--- src/rtl/add_seq_pkg.sv ---
// add_seq_pkg: shared constants, FSM state type and limb helper for add_seq_ctrl.
// Optional subtract mode is enabled in add_seq_ctrl by defining ADD_SEQ_SUB_EN.
package add_seq_pkg;

    localparam int LIMB_W    = 16;
    localparam int MAX_WORDS = 16;
    localparam int VEC_W     = LIMB_W * MAX_WORDS;

    typedef enum logic [1:0] {
        IDLE = 2'd0,
        RUN  = 2'd1,
        DONE = 2'd2
    } state_t;

    // Limb k of a vector zero-extended to the widest legal operand.
    function automatic logic [LIMB_W-1:0] limb(
        input logic [VEC_W-1:0] v,
        input logic [31:0]      k
    );
        return LIMB_W'(v >> (k * LIMB_W));
    endfunction

endpackage

--- src/rtl/add_seq_ctrl_add16.sv ---
// add16_unit: combinational 16-bit adder that also exposes the carry into bit 15.
// Shared limb adder of add_seq_ctrl (ADD_SEQ_SUB_EN selects subtract in the parent).
module add16_unit
    import add_seq_pkg::*;
(
    input  logic [LIMB_W-1:0] a,
    input  logic [LIMB_W-1:0] b,
    input  logic              c_in,
    output logic [LIMB_W-1:0] sum,
    output logic              c_out,
    output logic              c15
);

    logic [LIMB_W-1:0] low;
    logic [1:0]        high;

    // Split at the sign bit so the carry into it is visible for overflow.
    assign low  = {1'b0, a[LIMB_W-2:0]}
                + {1'b0, b[LIMB_W-2:0]}
                + {{(LIMB_W-1){1'b0}}, c_in};
    assign c15  = low[LIMB_W-1];
    assign high = {1'b0, a[LIMB_W-1]}
                + {1'b0, b[LIMB_W-1]}
                + {1'b0, c15};

    assign sum   = {high[0], low[LIMB_W-2:0]};
    assign c_out = high[1];

endmodule

--- src/rtl/add_seq_ctrl.sv ---
// add_seq_ctrl: WORDS x 16-bit add sequenced one limb per cycle through add16_unit.
// Define ADD_SEQ_SUB_EN to add the sub port (A - B via inverted B and forced carry).
module add_seq_ctrl
    import add_seq_pkg::*;
#(
    parameter int WORDS = 4
) (
    input  logic                    clk,
    input  logic                    rst_n,
    input  logic                    req_valid,
    output logic                    req_ready,
    input  logic [LIMB_W*WORDS-1:0] a,
    input  logic [LIMB_W*WORDS-1:0] b,
    input  logic                    c_in,
`ifdef ADD_SEQ_SUB_EN
    input  logic                    sub,
`endif
    output logic                    resp_valid,
    input  logic                    resp_ready,
    output logic [LIMB_W*WORDS-1:0] sum,
    output logic                    c_out,
    output logic                    ovf
);

    localparam int W     = LIMB_W * WORDS;
    localparam int IDX_W = (WORDS > 1) ? $clog2(WORDS) : 1;
    localparam logic [IDX_W-1:0] LAST = IDX_W'(WORDS - 1);

    state_t            state_q;
    state_t            state_d;
    logic [W-1:0]      op_a;
    logic [W-1:0]      op_b;
    logic [W-1:0]      sum_q;
    logic [IDX_W-1:0]  idx_q;
    logic              carry_q;
    logic              c_out_q;
    logic              ovf_q;

    logic [W-1:0]      b_load;
    logic              c_load;
    logic              accept;
    logic              release_resp;
    logic              last;
    logic [LIMB_W-1:0] limb_a;
    logic [LIMB_W-1:0] limb_b;
    logic [LIMB_W-1:0] limb_s;
    logic              add_co;
    logic              add_c15;

`ifdef ADD_SEQ_SUB_EN
    // Two's complement subtract: A + ~B + 1, so c_in is ignored.
    assign b_load = sub ? ~b : b;
    assign c_load = sub | c_in;
`else
    assign b_load = b;
    assign c_load = c_in;
`endif

    assign req_ready    = (state_q == IDLE);
    assign resp_valid   = (state_q == DONE);
    assign accept       = req_valid & req_ready;
    assign release_resp = resp_valid & resp_ready;
    assign last         = (idx_q == LAST);

    assign limb_a = limb(VEC_W'(op_a), 32'(idx_q));
    assign limb_b = limb(VEC_W'(op_b), 32'(idx_q));

    add16_unit u_add (
        .a     (limb_a),
        .b     (limb_b),
        .c_in  (carry_q),
        .sum   (limb_s),
        .c_out (add_co),
        .c15   (add_c15)
    );

    always_ff @(posedge clk or negedge rst_n) begin
        if (!rst_n) begin
            state_q <= IDLE;
        end else begin
            state_q <= state_d;
        end
    end

    always_comb begin
        state_d = state_q;
        unique case (state_q)
            IDLE: if (accept) state_d = RUN;
            RUN:  if (last) state_d = DONE;
            DONE: if (release_resp) state_d = IDLE;
            default: state_d = IDLE;
        endcase
    end

    always_ff @(posedge clk or negedge rst_n) begin
        if (!rst_n) begin
            op_a    <= '0;
            op_b    <= '0;
            carry_q <= 1'b0;
            idx_q   <= '0;
            sum_q   <= '0;
            c_out_q <= 1'b0;
            ovf_q   <= 1'b0;
        end else if (accept) begin
            op_a    <= a;
            op_b    <= b_load;
            carry_q <= c_load;
            idx_q   <= '0;
        end else if (state_q == RUN) begin
            for (int k = 0; k < WORDS; k++) begin
                if (idx_q == IDX_W'(k)) begin
                    sum_q[k*LIMB_W +: LIMB_W] <= limb_s;
                end
            end
            carry_q <= add_co;
            idx_q   <= idx_q + 1'b1;
            if (last) begin
                c_out_q <= add_co;
                ovf_q   <= add_c15 ^ add_co;
            end
        end
    end

    assign sum   = sum_q;
    assign c_out = c_out_q;
    assign ovf   = ovf_q;

endmodule

--- config.mk ---
export PLATFORM = sky130hd
export DESIGN_NAME = add_seq_ctrl
export DESIGN_NICKNAME = d
export VERILOG_FILES = /design/src/rtl/add_seq_pkg.sv /design/src/rtl/add_seq_ctrl_add16.sv /design/src/rtl/add_seq_ctrl.sv
export SDC_FILE = /design/constraint.sdc
export NUM_CORES = 1
export LEC_CHECK = 0
export CORE_ASPECT_RATIO = 1.25
export CORE_MARGIN = 5
export CORE_UTILIZATION = 55
export DETAILED_ROUTE_END_ITERATION = 8
export GPL_ROUTABILITY_DRIVEN = 0
export PLACE_DENSITY = 0.86
export SLEW_MARGIN = 20
export SYNTH_ARGS = -nofsm -noshare
export SYNTH_HDL_FRONTEND = slang
export SYNTH_SLANG_ARGS = --single-unit
--- constraint.sdc ---
create_clock -name clk -period 7.2 [get_ports clk]
set_input_delay 1.44 -clock clk [delete_from_list [all_inputs] [get_ports clk]]
set_output_delay 1.44 -clock clk [all_outputs]
set_load 0.05 [all_outputs]
### After elaboration in Yosys (flattened, before gate mapping)

Index checks and enable logic that the tools add are counted.

* flip-flop bits (word level): 199
* input port bits: 133
* output and inout port bits: 68
* word-level logic and storage cells: 46

* $add $sub $neg: 5
* equal/unequal tests: 8
* shifts and indexed selects: 2
* muxes and demuxes: 8
* bitwise logic cells: 4
* reductions and logical operators: 8

Operator list (number)
* >> shifter 64 x 6 -> 16 bit: 2
* adder 15 x 15 -> 16 bit: 1
* adder 16 x 1 -> 16 bit: 1
* AND reduction 3 bit: 5
* two-way mux 2 bit: 5
* equality test 2 bit, second input constant: 3
* one-hot mux 2 bit (3 select lines): 1
* equality test 2 x 1 -> 1 bit, second input constant: 2
* logical NOT 2 bit: 2
* inequality test 2 x 1 -> 1 bit, second input constant: 2
* adder 1 x 1 -> 2 bit: 1
* adder 2 x 1 -> 2 bit: 1
* adder 2 x 1 -> 2 bit, second input constant: 1
* bitwise AND 1 bit: 2
* two-way mux 1 bit: 2
* inequality test 2 bit, second input constant: 1
* nonzero test 2 bit: 1
* NOT 1 bit: 1
* bitwise XOR 1 bit: 1

### Depth between registers and ports, before layout

* depth after elaboration: 6
* gate-level depth with buffers: 14
* depth with buffers taken out: 11

### Modules after synthesis

A second synthesis with hierarchy kept.

* cells, all modules: 593
* area total of the unflattened synthesis: 9731.8 um2

By module, submodules not included
* add_seq_ctrl: instances 1, cells an instance 481, area each 8918.6 um2, seq. area each 4979.8 um2
* add16_unit: instances 1, cells an instance 112, area each 813.3 um2, seq. area each 0.0 um2

### Worst setup path before layout

OpenSTA, ideal clock, no wires.

* path type: register to register
* start point: register idx_q[0]
* end point: register sum_q[63], in the netlist sum[63]
* setup time: 125 ps
* data arrival time: 3821 ps
* required time: 7075 ps
* setup slack: 3254 ps
* cell stages (with the launch flop): 13
* buffers on the path: 3
* clock period less this slack: 3946 ps
* path through: dfrtp_1 clkbuf_1 buf_2 mux4_2 ha_1 buf_2 and4_1 nand2_1 or4_4 a21oi_2 nand2b_1 fa_1 mux2_2

* word-level cells in the longest chain between the ends: 4
* elaborated cells between the ends (all ways): 8
* those cells by class: 4 x add/sub; 1 x eq/ne; 2 x shift; 1 x reduce/logical

RTL lines
* start: declaration: RTL line add_seq_ctrl.sv:34 `logic [IDX_W-1:0] idx_q;`
* start signal: assignment: RTL line add_seq_ctrl.sv:116 `idx_q <= idx_q + 1'b1;`
* >> shifter 64 x 6 -> 16 bit: RTL line add_seq_pkg.sv:20 `return LIMB_W'(v >> (k * LIMB_W));`
* adder 15 x 15 -> 16 bit: RTL line add_seq_ctrl_add16.sv:19 `+ {1'b0, b[LIMB_W-2:0]}`
* adder 16 x 1 -> 16 bit: RTL line add_seq_ctrl_add16.sv:20 `+ {{(LIMB_W-1){1'b0}}, c_in};`
* adder 2 x 1 -> 2 bit *: RTL line add_seq_ctrl_add16.sv:24 `+ {1'b0, c15};`
* via limb_s[15]: RTL line add_seq_ctrl.sv:46 `logic [LIMB_W-1:0] limb_s;`
* end signal: indexed assignment: RTL line add_seq_ctrl.sv:112 `sum_q[k*LIMB_W +: LIMB_W] <= limb_s;`
* end: declaration: RTL line add_seq_ctrl.sv:33 `logic [W-1:0] sum_q;`

The timed path passes the listed nets; every way through them passes the cells marked *.
A chain may end at the register's enable or synchronous reset.

### Worst setup path after layout

* start point: register idx_q[0]
* end point: register ovf_q, in the netlist ovf

* word-level cells in the longest chain between the ends: 5
* elaborated cells between the ends (all ways): 9
* those cells by class: 4 x add/sub; 1 x eq/ne; 2 x shift; 1 x bitwise; 1 x reduce/logical

RTL lines
* >> shifter 64 x 6 -> 16 bit: RTL line add_seq_pkg.sv:20
* adder 15 x 15 -> 16 bit: RTL line add_seq_ctrl_add16.sv:19
* adder 16 x 1 -> 16 bit: RTL line add_seq_ctrl_add16.sv:20
* adder 2 x 1 -> 2 bit *: RTL line add_seq_ctrl_add16.sv:24
* via add_co: RTL line add_seq_ctrl.sv:47 `logic add_co;`
* bitwise XOR 1 bit *: RTL line add_seq_ctrl.sv:119 `ovf_q <= add_c15 ^ add_co;`
* end signal: assignment: RTL line add_seq_ctrl.sv:119
* end: declaration: RTL line add_seq_ctrl.sv:37 `logic ovf_q;`

Marks and branches as above.

==> results.md <==
- Total grt overflow: 0
- Final TNS setup: 0 ns
- Count of cell types in the netlist: 48
- Mapped Area: 8960 um^2
- Worst Path Max Fanout: 23
- Yosys reg bits: 199
- Placed Area: 11,100 um^2
- Drt pass-1 iters: 5
- Starting Density: 55.6%
- Final #Nets: between 1,000 and 1,500
- Overall Global Routing Usage: 24.0%
- Core Region: ~16,000 um^2
- Area Growth Syn to Fin: 30.6%
- Hpwl dp: 16.2 mm
- Fillers: 1,137
- Die H: 153 um
- Final-report hold violation count: 0
- Layout cells sized above 1: around 11%
- Critical path buffers and inverters: 1
- Worst EP arrival: 4.68 ns
- Period utilisation layout: between 60 and 70%
- Layout Skew: 0.00968 ns
- Pre-CTS setup slack: 2.79 ns
- HP Class: flop to flop
- EDFF count, synth: 0
- Syn_nets: 818
- Area fraction of the dominant cell type after synthesis: 55.5%
- Fin crit period: roughly 4.4 ns
- Max-slew violations: 0
- Dpl cells: 1,048
- Cts hold-fix bufs: 0
- Fin cells: 1,081
- Worst path required time: roughly 7.5 ns
- Std cell rows: 52
- Post_cts resized: 0
- Drt drc: 0
- Synth Flop Type: dfrtp_1
- Vias post-DR: 6,162
- Slew Limit Headroom: 29.5%
- Max incr delay on CP: 0.66 ns
- Fraction of registers with async set/reset: 100%
- Root buffer cell: clkbuf_16
- Worst Tran Pin Value: 1.05 ns
- Sequential area share after synthesis: between 50% and 60%
- Post-Syn Area per Cell: 13.5 um^2
- Crit path max-delay family: adder cells
- Slowest-stage cell, CP: dfrtp_2
- Total Routed Length: 21.9 mm
- Final setup vio count: 0
- Clock-pin transition on the worst setup and hold timing paths: 0.07 ns
- Post-CTS Setup Inserts: 0
- Clock latency on the worst-skew pair: 0.43 ns
- Largest net degree at the start of global routing: 138
- Sink Count: between 150 and 200
- Post-synth top area cell: dfrtp_1
- CP Capture Type: flop
- Routed Antenna Nets: 0
- Worst Setup Start Kind: flop
- DRT iter0 DRCs: ~440
- Vias per cell: between 5 and 6
- Synth top cells by count: 199 x dfrtp_1, 120 x mux2_1, 69 x nand2_1
- Die area: about 19,000 um^2
- Final WS setup: 2.81 ns
- H-tree depth: 4
- Unrepaired setup endpoints after global routing: false
- FMAX: 228 MHz
- First-pass GRT wire length: 34.7 mm
- CP Cell Sequence: buf_4 > mux4_2 > ha_1 > and4_1 > a221oi_1 > o221a_2 > a21oi_2 > nand2b_1 > fa_1 > and3_1 > mux2i_1 > o311ai_1
- Vias in the first global route: around 6,600
- Die Width: 124 um
- Post-route cell area: between 10,000 and 15,000 um^2
- Number of diodes: 0
- Initial antenna violation count: 0
- Most common cell in the netlist: dfrtp_1
- Critical path class: flop to flop
- CTS tree: yes
- Max Root-Sink Buffers: 2
- Synth Instances: 664
- Status: completed
- Port Buffers: 200
- Yosys warning count: 0
- WL per Instance: between 20 and 25 um
- Max-cap viol count: 0
- I/O Pins: around 200
- Num CTS Buffers: 17
- Synth top area cells: dfrtp_1 56%, mux2_1 15%, mux4_2 8.0%
[path summary, 6_finish.rpt]
check | endpoint | slack (ns) | cells after the start | start
min reg2reg | op_a[46] | 0.48 | 1 | op_a[46]
max | ovf | 2.81 | 12 | idx_q[0]
max in group asynchronous | sum[2] | 4.78 | 3 | rst_n
min in group asynchronous | op_b[61] | 0.85 | 1 | rst_n
max reg2reg | ovf | 2.81 | 12 | idx_q[0]
min | op_a[46] | 0.48 | 1 | op_a[46]
[stage by stage]
| step | hold WS [ns] | utilization, % |
|---|---|---|
| 3_3_place_gp | 0.460 | 68.9 |
| 4_1_cts | 0.484 | 72.3 |
| 2_1_floorplan | 0.452 | - |
| 3_5_place_dp | 0.469 | 68.9 |
| 5_1_grt | 0.495 | 72.5 |
| 6_report | 0.482 | 72.5 |
[layout make-up]
cell class	instances	area (um^2)	area share [%]
Inverter	7	26.3	0.225
Timing Repair Buffer	205	2060	17.6
Clock inverter	12	104	0.887
Sequential cell	199	4980	42.6
Multi-Input combinational cell	422	3810	32.6
Clock buffer	20	447	3.82
Tap cell	216	270	2.31
[sequential cells by signal, summed over array words and instances, names as in the netlist]
register,cells
op_a,64
sum,64
carry_q,1
idx_q,2
c_out,1
op_b,64
state_q,2
ovf,1
[layer usage]
metal	part of all wire, %	vias up	track usage [%]
met4	3.1	0	9.24
met1	39	3080	31.5
met3	5.5	45	4.01
met2	52	250	39.7
met5	0	-	0
li1	-	2787	-
[cells by family after synthesis]
| family | share of synthesized area, % |
|---|---|
| buffers and inverters | 2.04 |
| AOI/OAI and AO/OA | 6.91 |
| xor gates and xnor gates | 1.07 |
| muxes | 25.5 |
| adders and majority gates | 3.18 |
| and+or+nand+nor | 5.78 |
| DFF | 55.5 |
[cells in the final DEF, fill, tap and decap left out, types with 7 or more instances in the layout]
master and n:
a21oi_1 15, clkbuf_16 17, clkdlybuf4s50_1 199, dfrtp_1 197, ha_1 18, mux2_1 120, mux2_2 17, mux4_2 32
nand2_1 67, nand2b_1 7, nand3_1 7, nor2_1 13, nor3_1 7, o21ai_0 21, o21ai_1 35, xor2_1 7
Power is not shown: default switching activity piles up to over one toggle a cycle in this logic, so the estimate is an artifact.
